### config.mk
export PLATFORM = sky130hd
export DESIGN_NAME = bar_level_meter
export DESIGN_NICKNAME = d
export VERILOG_FILES = /design/src/rtl/bar_meter_pkg.sv /design/src/rtl/bar_therm_decoder.sv /design/src/rtl/bar_level_meter.sv
export SDC_FILE = /design/constraint.sdc
export NUM_CORES = 1
export LEC_CHECK = 0
export ABC_AREA = 0
export CORE_MARGIN = 4
export CORE_UTILIZATION = 48
export CTS_BUF_LIST = sky130_fd_sc_hd__clkbuf_4 sky130_fd_sc_hd__clkbuf_8
export DETAILED_ROUTE_END_ITERATION = 6
export GPL_TIMING_DRIVEN = 0
export PLACE_DENSITY = 0.81
export SLEW_MARGIN = 15
export SYNTH_ARGS = -nofsm -noshare
export SYNTH_HDL_FRONTEND = slang
export SYNTH_SLANG_ARGS = --single-unit
### constraint.sdc
create_clock -name clk -period 2.2 [get_ports clk]
set_input_delay 0.44 -clock clk [delete_from_list [all_inputs] [get_ports clk]]
set_output_delay 0.44 -clock clk [all_outputs]
set_load 0.01 [all_outputs]
### src/rtl/bar_meter_pkg.sv
// Shared types and decode helpers for the bar_level_meter display driver.
package bar_meter_pkg;

    typedef enum logic [1:0] {TRACK, HOLD, FALL} peak_state_t;

    // Upper bound on segment count; decode results are cast down to SEGS by the caller.
    localparam int MAX_SEGS = 255;

    function automatic int cnt_w(input int a, input int b);
        int m;
        m = (a > b) ? a : b;
        return $clog2(m + 1);
    endfunction

    function automatic logic [MAX_SEGS-1:0] therm(input int level, input int segs);
        logic [MAX_SEGS-1:0] r;
        r = '0;
        for (int i = 0; i < MAX_SEGS; i++)
            r[i] = (i < segs) && (i >= segs - level);
        return r;
    endfunction

    function automatic logic [MAX_SEGS-1:0] onehot(input int level, input int segs);
        logic [MAX_SEGS-1:0] r;
        r = '0;
        for (int i = 0; i < MAX_SEGS; i++)
            r[i] = (level != 0) && (i == segs - level);
        return r;
    endfunction

endpackage

### src/rtl/bar_therm_decoder.sv
// Level to MSB-first thermometer decode: level k lights the top k segments.
module bar_therm_decoder
    import bar_meter_pkg::*;
#(
    parameter int LVL_W = 3
) (
    input  logic [LVL_W-1:0]      level,
    output logic [(2**LVL_W)-2:0] therm_out
);

    localparam int SEGS = 2**LVL_W - 1;

    assign therm_out = SEGS'(therm(int'(level), SEGS));

endmodule

### src/rtl/bar_level_meter.sv
// Thermometer bar driver with instant attack and timed decay.
// Optional peak-hold marker built when PEAK_HOLD_EN is defined.
//
// peak state | meaning
// TRACK      | marker sits on the bar and follows it down
// HOLD       | marker frozen at the last peak for HOLD_TICKS cycles
// FALL       | marker steps down one segment per DECAY_TICKS cycles
module bar_level_meter
    import bar_meter_pkg::*;
#(
    parameter int LVL_W       = 3,
    parameter int DECAY_TICKS = 4,
    parameter int HOLD_TICKS  = 8
) (
    input  logic                  clk,
    input  logic                  rst_n,
    input  logic                  in_valid,
    input  logic [LVL_W-1:0]      in_level,
    output logic [(2**LVL_W)-2:0] bar_out,
    output logic [(2**LVL_W)-2:0] peak_out,
    output logic [LVL_W-1:0]      level_q
);

    localparam int SEGS = 2**LVL_W - 1;
    localparam int CW   = cnt_w(DECAY_TICKS, HOLD_TICKS);
    localparam logic [CW-1:0] DEC_LAST = CW'(DECAY_TICKS - 1);

    logic [LVL_W-1:0] cur, target, cur_nxt, tgt_nxt;
    logic [CW-1:0]    decay_cnt, dcnt_nxt;

    // A lowered target takes effect on the same edge it arrives.
    always_comb begin
        tgt_nxt  = in_valid ? in_level : target;
        cur_nxt  = cur;
        dcnt_nxt = '0;
        if (in_valid && (in_level > cur)) begin
            cur_nxt = in_level;
            tgt_nxt = in_level;
        end else if (cur > tgt_nxt) begin
            if (decay_cnt == DEC_LAST)
                cur_nxt = cur - LVL_W'(1);
            else
                dcnt_nxt = decay_cnt + CW'(1);
        end
    end

    always_ff @(posedge clk or negedge rst_n) begin
        if (!rst_n) begin
            cur       <= '0;
            target    <= '0;
            decay_cnt <= '0;
        end else begin
            cur       <= cur_nxt;
            target    <= tgt_nxt;
            decay_cnt <= dcnt_nxt;
        end
    end

    assign level_q = cur;

    bar_therm_decoder #(.LVL_W(LVL_W)) u_bar_dec (
        .level     (cur),
        .therm_out (bar_out)
    );

`ifdef PEAK_HOLD_EN
    localparam logic [CW-1:0] HOLD_LAST = CW'(HOLD_TICKS - 1);

    peak_state_t      pk_state;
    logic [LVL_W-1:0] pk;
    logic [CW-1:0]    hold_cnt, pk_cnt;

    always_ff @(posedge clk or negedge rst_n) begin
        if (!rst_n) begin
            pk_state <= TRACK;
            pk       <= '0;
            hold_cnt <= '0;
            pk_cnt   <= '0;
        end else begin
            case (pk_state)
                TRACK: begin
                    pk <= cur_nxt;
                    if (cur_nxt > pk) begin
                        hold_cnt <= '0;
                        pk_state <= HOLD;
                    end
                end
                HOLD: begin
                    if (cur_nxt > pk) begin
                        pk       <= cur_nxt;
                        hold_cnt <= '0;
                    end else if (hold_cnt == HOLD_LAST) begin
                        pk_cnt   <= '0;
                        pk_state <= FALL;
                    end else begin
                        hold_cnt <= hold_cnt + CW'(1);
                    end
                end
                FALL: begin
                    if (cur_nxt > pk) begin
                        pk       <= cur_nxt;
                        hold_cnt <= '0;
                        pk_state <= HOLD;
                    end else if (pk_cnt == DEC_LAST) begin
                        pk_cnt <= '0;
                        // widened compare so cur_nxt at full scale cannot wrap
                        if ({1'b0, pk} <= ({1'b0, cur_nxt} + (LVL_W+1)'(1))) begin
                            pk       <= cur_nxt;
                            pk_state <= TRACK;
                        end else begin
                            pk <= pk - LVL_W'(1);
                        end
                    end else begin
                        pk_cnt <= pk_cnt + CW'(1);
                    end
                end
                default: pk_state <= TRACK;
            endcase
        end
    end

    assign peak_out = SEGS'(onehot(int'(pk), SEGS));
`else
    assign peak_out = '0;
`endif

endmodule
; ---- After elaboration in Yosys (flattened, before gate mapping)
; Index checks and enable logic that the tools add are counted.
[totals]
out_inout_bits = 17
register_bits = 10
word_cells = 28
in_bits = 6
[classes]
muxes = 8
n_lt_le_gt_ge = 9
n_reduce_logical = 4
n_eq_ne = 1
addsub = 3
[ops]
columns = op, n
row1 = 2-to-1 mux 3 bit, 5
row2 = >= comparator 4 bit (first input constant), 3
row3 = 2-to-1 mux 4 bit, 3
row4 = >= comparator 3 x 4 -> 1 bit (first input constant), 2
row5 = > comparator 3 bit, 2
row6 = adder 4 x 1 -> 4 bit (second input constant), 1
row7 = equality test 4 x 2 -> 1 bit (second input constant), 1
row8 = >= comparator 1 x 4 -> 1 bit (first input constant), 1
row9 = >= comparator 2 x 4 -> 1 bit (first input constant), 1
row10 = nonzero test 2 bit, 2
row11 = subtractor 3 x 3 -> 4 bit (first input constant), 1
row12 = subtractor 3 x 1 -> 3 bit (second input constant), 1
row13 = AND reduction 2 bit, 1
row14 = logical AND 1 bit, 1

; ---- Longest topological paths before layout
[logic_depth]
depth_word = 4
depth_mapped = 6
mapped_depth_nobuf = 6

; ---- By module
; A second synthesis with hierarchy kept.
[hier_totals]
cells_unflattened = 77
hier_area_um2 = 739.5
[modules_own_cells]
columns = module, n_inst, cells_per_inst, seq_area_each_um2, area_each_um2
row1 = bar_level_meter, 1, 70, 250.2, 693.2
row2 = bar_therm_decoder, 1, 7, 0.0, 46.3

; ---- Worst setup path before layout
; No wires, ideal clock.
[synth_timing]
path_kind = input port to flip-flop
startpoint = input port in_valid
endpoint = register cur[0], in the netlist level_q[0]
n_path_buf = 0
setup_ps = 124
setup_slack_ps = 362
required_time_ps = 2076
stages = 6
arrival_ps = 1714
path_cell_list = mux2i_1 -> ha_1 -> and3b_1 -> o21a_1 -> and3_2 -> o31a_1
[synth_via]
elab_chain_len = 4
word_cells_on_any_way = 7
classes_between = order compare: 1 / mux: 2 / reduce/logical: 4
[synth_rtl]
columns = element, line
row1 = "start, declared", bar_level_meter.sv:17  ; input logic in_valid,
row2 = 2-to-1 mux 3 bit, bar_level_meter.sv:33  ; tgt_nxt = in_valid ? in_level : target;
row3 = > comparator 3 bit, bar_level_meter.sv:39  ; end else if (cur > tgt_nxt) begin
row4 = nonzero test 2 bit (no line), n/a
row5 = AND reduction 2 bit (no line), n/a
row6 = "end signal, assigned", bar_level_meter.sv:53  ; cur <= cur_nxt;
row7 = "end, declared", bar_level_meter.sv:28  ; logic [LVL_W-1:0] cur, target, cur_nxt, tgt_nxt;
; Several ways; a longest one is shown, not always the timed one.
; A chain may end at the register's enable or synchronous reset.

; ---- Worst setup path in the final report
[layout_timing]
startpoint = input port in_level[2]
endpoint = register cur[0], in the netlist level_q[0]
[layout_via]
elab_chain_len = 4
word_cells_on_any_way = 8
classes_between = order compare: 2 / mux: 2 / reduce/logical: 4
[layout_rtl]
columns = element, line
row1 = "start, declared", bar_level_meter.sv:18  ; input logic [LVL_W-1:0] in_level,
row2 = 2-to-1 mux 3 bit or > comparator 3 bit (tied branches), "bar_level_meter.sv:33, bar_level_meter.sv:36"
row3 = > comparator 3 bit or logical AND 1 bit (tied branches), "bar_level_meter.sv:39, bar_level_meter.sv:36"
row4 = nonzero test 2 bit (no line), n/a
row5 = AND reduction 2 bit (no line), n/a
; Several ways; a longest one is shown, not always the timed one.

==> run summary <==
Worst Path Max Fanout: 5
Routed Antenna Nets: 0
Synth Area per Inst: 9.41 um2
largest family of logic cells by synthesized area: simple AND/OR/NAND/NOR gates
power density over the cells: 1130 mW/mm2
Antenna diodes: 0
Worst EP arrival: 2290 ps
initial antenna violation count: 0
post-synth top area cell: dfrtp_1
ys flop type: dfrtp_1
Die H: 47.8 um
post-layout min period: 2130 ps
worst r2r src: target[2]
mux cell area share after synthesis: 5.42%
most common cell after layout, fill and taps aside: clkdlybuf4s50_1
detailed router's first-iteration violation count: 10
die area: 0.00229 mm2
crit path kind: input port to register
layout overhead on the synthesized area: 30.7%
Pwr Total: 0.00112 W
post-synthesis adder-cell area fraction: 16.4%
CTS H-tree lvls: 1
fin crit share: 96.9%
#FFs+latches synth: 10
clock skew: 4.35 ps
# nets final: 123
DRC viols: 0
crit path launch type: input port
Cells after Synth: 81
Rows: 14
core area: 0.00151 mm2
Bufs and invs on worst path: 1
fin worst setup slack: 69.2 ps
global-route wire length before repair: 2.46 mm
DP Worst Slack: -368 ps
num ports: 23
Max Cap Viol: 0
simple logic cell fraction of the synthesized area: 19.4%
final hold slack: 477 ps
Placed Cells: 118
wire per inst: 12.5 um
Area contributors post-synth: dfrtp_1 (33%), ha_1 (16%), buf_4 (6.9%)
fin. max-slew vios: 0
min-delay worst type: input port to asynchronous set/reset pin
Leak: 0.500 nW
crit end category: register
maximum vdd drop: 0.000555 V
gp weighted congestion: 0.785
starting utilization of the core area: 50.6%
Die Wd: 47.8 um
pin count of the biggest net entering global routing: 11
final WL: 1.53 mm
sequential share of the synthesized area: 32.8%
YS warnings: 0
via count: 631
CP peak stage delay: 460 ps
Post-Layout Cell Count: 122
fill count: 126
status: finished clean
Num CTS Buffers: 3
CP Cell Sequence: clkdlybuf4s50_1 -> mux2i_1 -> ha_1 -> and3b_1 -> o21a_1 -> and3_2 -> o31a_1
hold violation count in the final report: 0
PortBufs: 15
number of synthesized flops with an enable pin: 0
Root Buffer: clkbuf_4
design area: 996 um2
complex-gate fraction of the synthesized area: 13.5%
most frequent cells in the layout: clkdlybuf4s50_1 (12), ha_1 (10), dfrtp_1 (9)
Critical Path Start: in_level[2]
CTS max path bufs: 2
share of cells above drive strength 1: 17.9%
Post-DP Area: 955 um2
clock slew at reported path FFs: 70 ps
vias in the first global route: 572
Peak Freq: 469 MHz
Synth Cell Area: 762 um2
Vias per Instance: 5.17
XOR/XNOR share of the synthesized area: 1.15%
unrepaired setup endpoints after global routing: no
clk sink count: 10
Final setup viols: 0
GR Overflow Total: 0
CP delay by family, top: compound AO/OA/AOI/OAI gates
WP data required: 2360 ps
clock latency on the worst-skew pair: 270 ps
Total GRT Usage: 15.4%
post-synth top area share: 32.8%
CTS tree: done
Pre-antenna DRT Iters: 4
slowest stage cell, crit path: clkdlybuf4s50_1
Synth async-reset ratio: 100%
Detailed Place HPWL: 1.22 mm
library cells used by synthesis: 33
==> kinds of logic (layout without fill, tap and decap cells) <==
| family | after synthesis | count (layout) |
|---|---|---|
| other | 1 | 7 |
| and+or+nand+nor | 24 | 24 |
| adders and majority gates | 10 | 10 |
| xor gates and xnor gates | 1 | 1 |
| buffers and inverters | 15 | 34 |
| muxes | 4 | 4 |
| DFF | 10 | 10 |
| AOI/OAI and AO/OA | 16 | 16 |
==> where the power goes <==
group          internal (W)  total (W)  switching [W]
Combinational      0.000337   0.000666       0.000328
Sequential         0.000231   0.000291      0.0000600
Clock              0.000101   0.000166      0.0000655
Total              0.000669    0.00112       0.000454
==> cell type report <==
cell class,count,area [um2],share of cell area [%]
Tap cell,16,20.0,2.01
Inverter,7,26.3,2.64
Timing Repair Buffer,15,150,15.1
Buffer,8,56.3,5.65
Multi-Input combinational cell,62,455,45.7
Sequential cell,10,251,25.3
Clock buffer,4,36.3,3.64
==> synth_stat cells (all sizes together) (2+ instances only) <==
cell type and count:
dfrtp 10, ha 10, buf 7, inv 7, o21ai 4, a21oi 3, and3 3, mux2i 3
nand2 3, nand3 3, nor2 3, and2 2, nor3 2, o211ai 2, o21a 2, or3 2
==> final timing paths <==
check,slack (ps),end,cells past startpoint
hold / removal,480,target[2],1
min in group clk,480,decay_cnt[0],1
hold reg to reg,480,decay_cnt[0],1
max in group asynchronous,1390,level_q[1],1
setup / recovery,70,level_q[0],7
setup reg to reg,380,level_q[0],6
==> routing by layer <==
| layer | up-vias | share of wire, % | global-route usage, % |
|---|---|---|---|
| met4 | 0 | 2.4 | 8.06 |
| met5 | - | 0 | 0 |
| met3 | 5 | 6.7 | 2.26 |
| li1 | 319 | - | - |
| met2 | 22 | 47 | 26.4 |
| met1 | 285 | 44 | 18.5 |
==> sequential cells by signal, indices dropped and copies added, names as in the netlist <==
register,count
decay_cnt,4
level_q,3
target,3
==> metrics by stage <==
stage               setup TNS (ps)  util [%]
floorplan                        0         -
global placement             -1380      63.4
detailed placement           -1500      63.4
CTS                              0      65.7
global route                     0      66.1
finish                           0      66.1
==> timing repair <==
action                                 in CTS  in global routing
endpoints found under the hold margin       0                  0
gates resized for setup                     3                  3
setup endpoints to repair                   4                  4
hold buffers                                0                  0
buffers inserted                            0                  0
(Power assumes the default switching activity.)
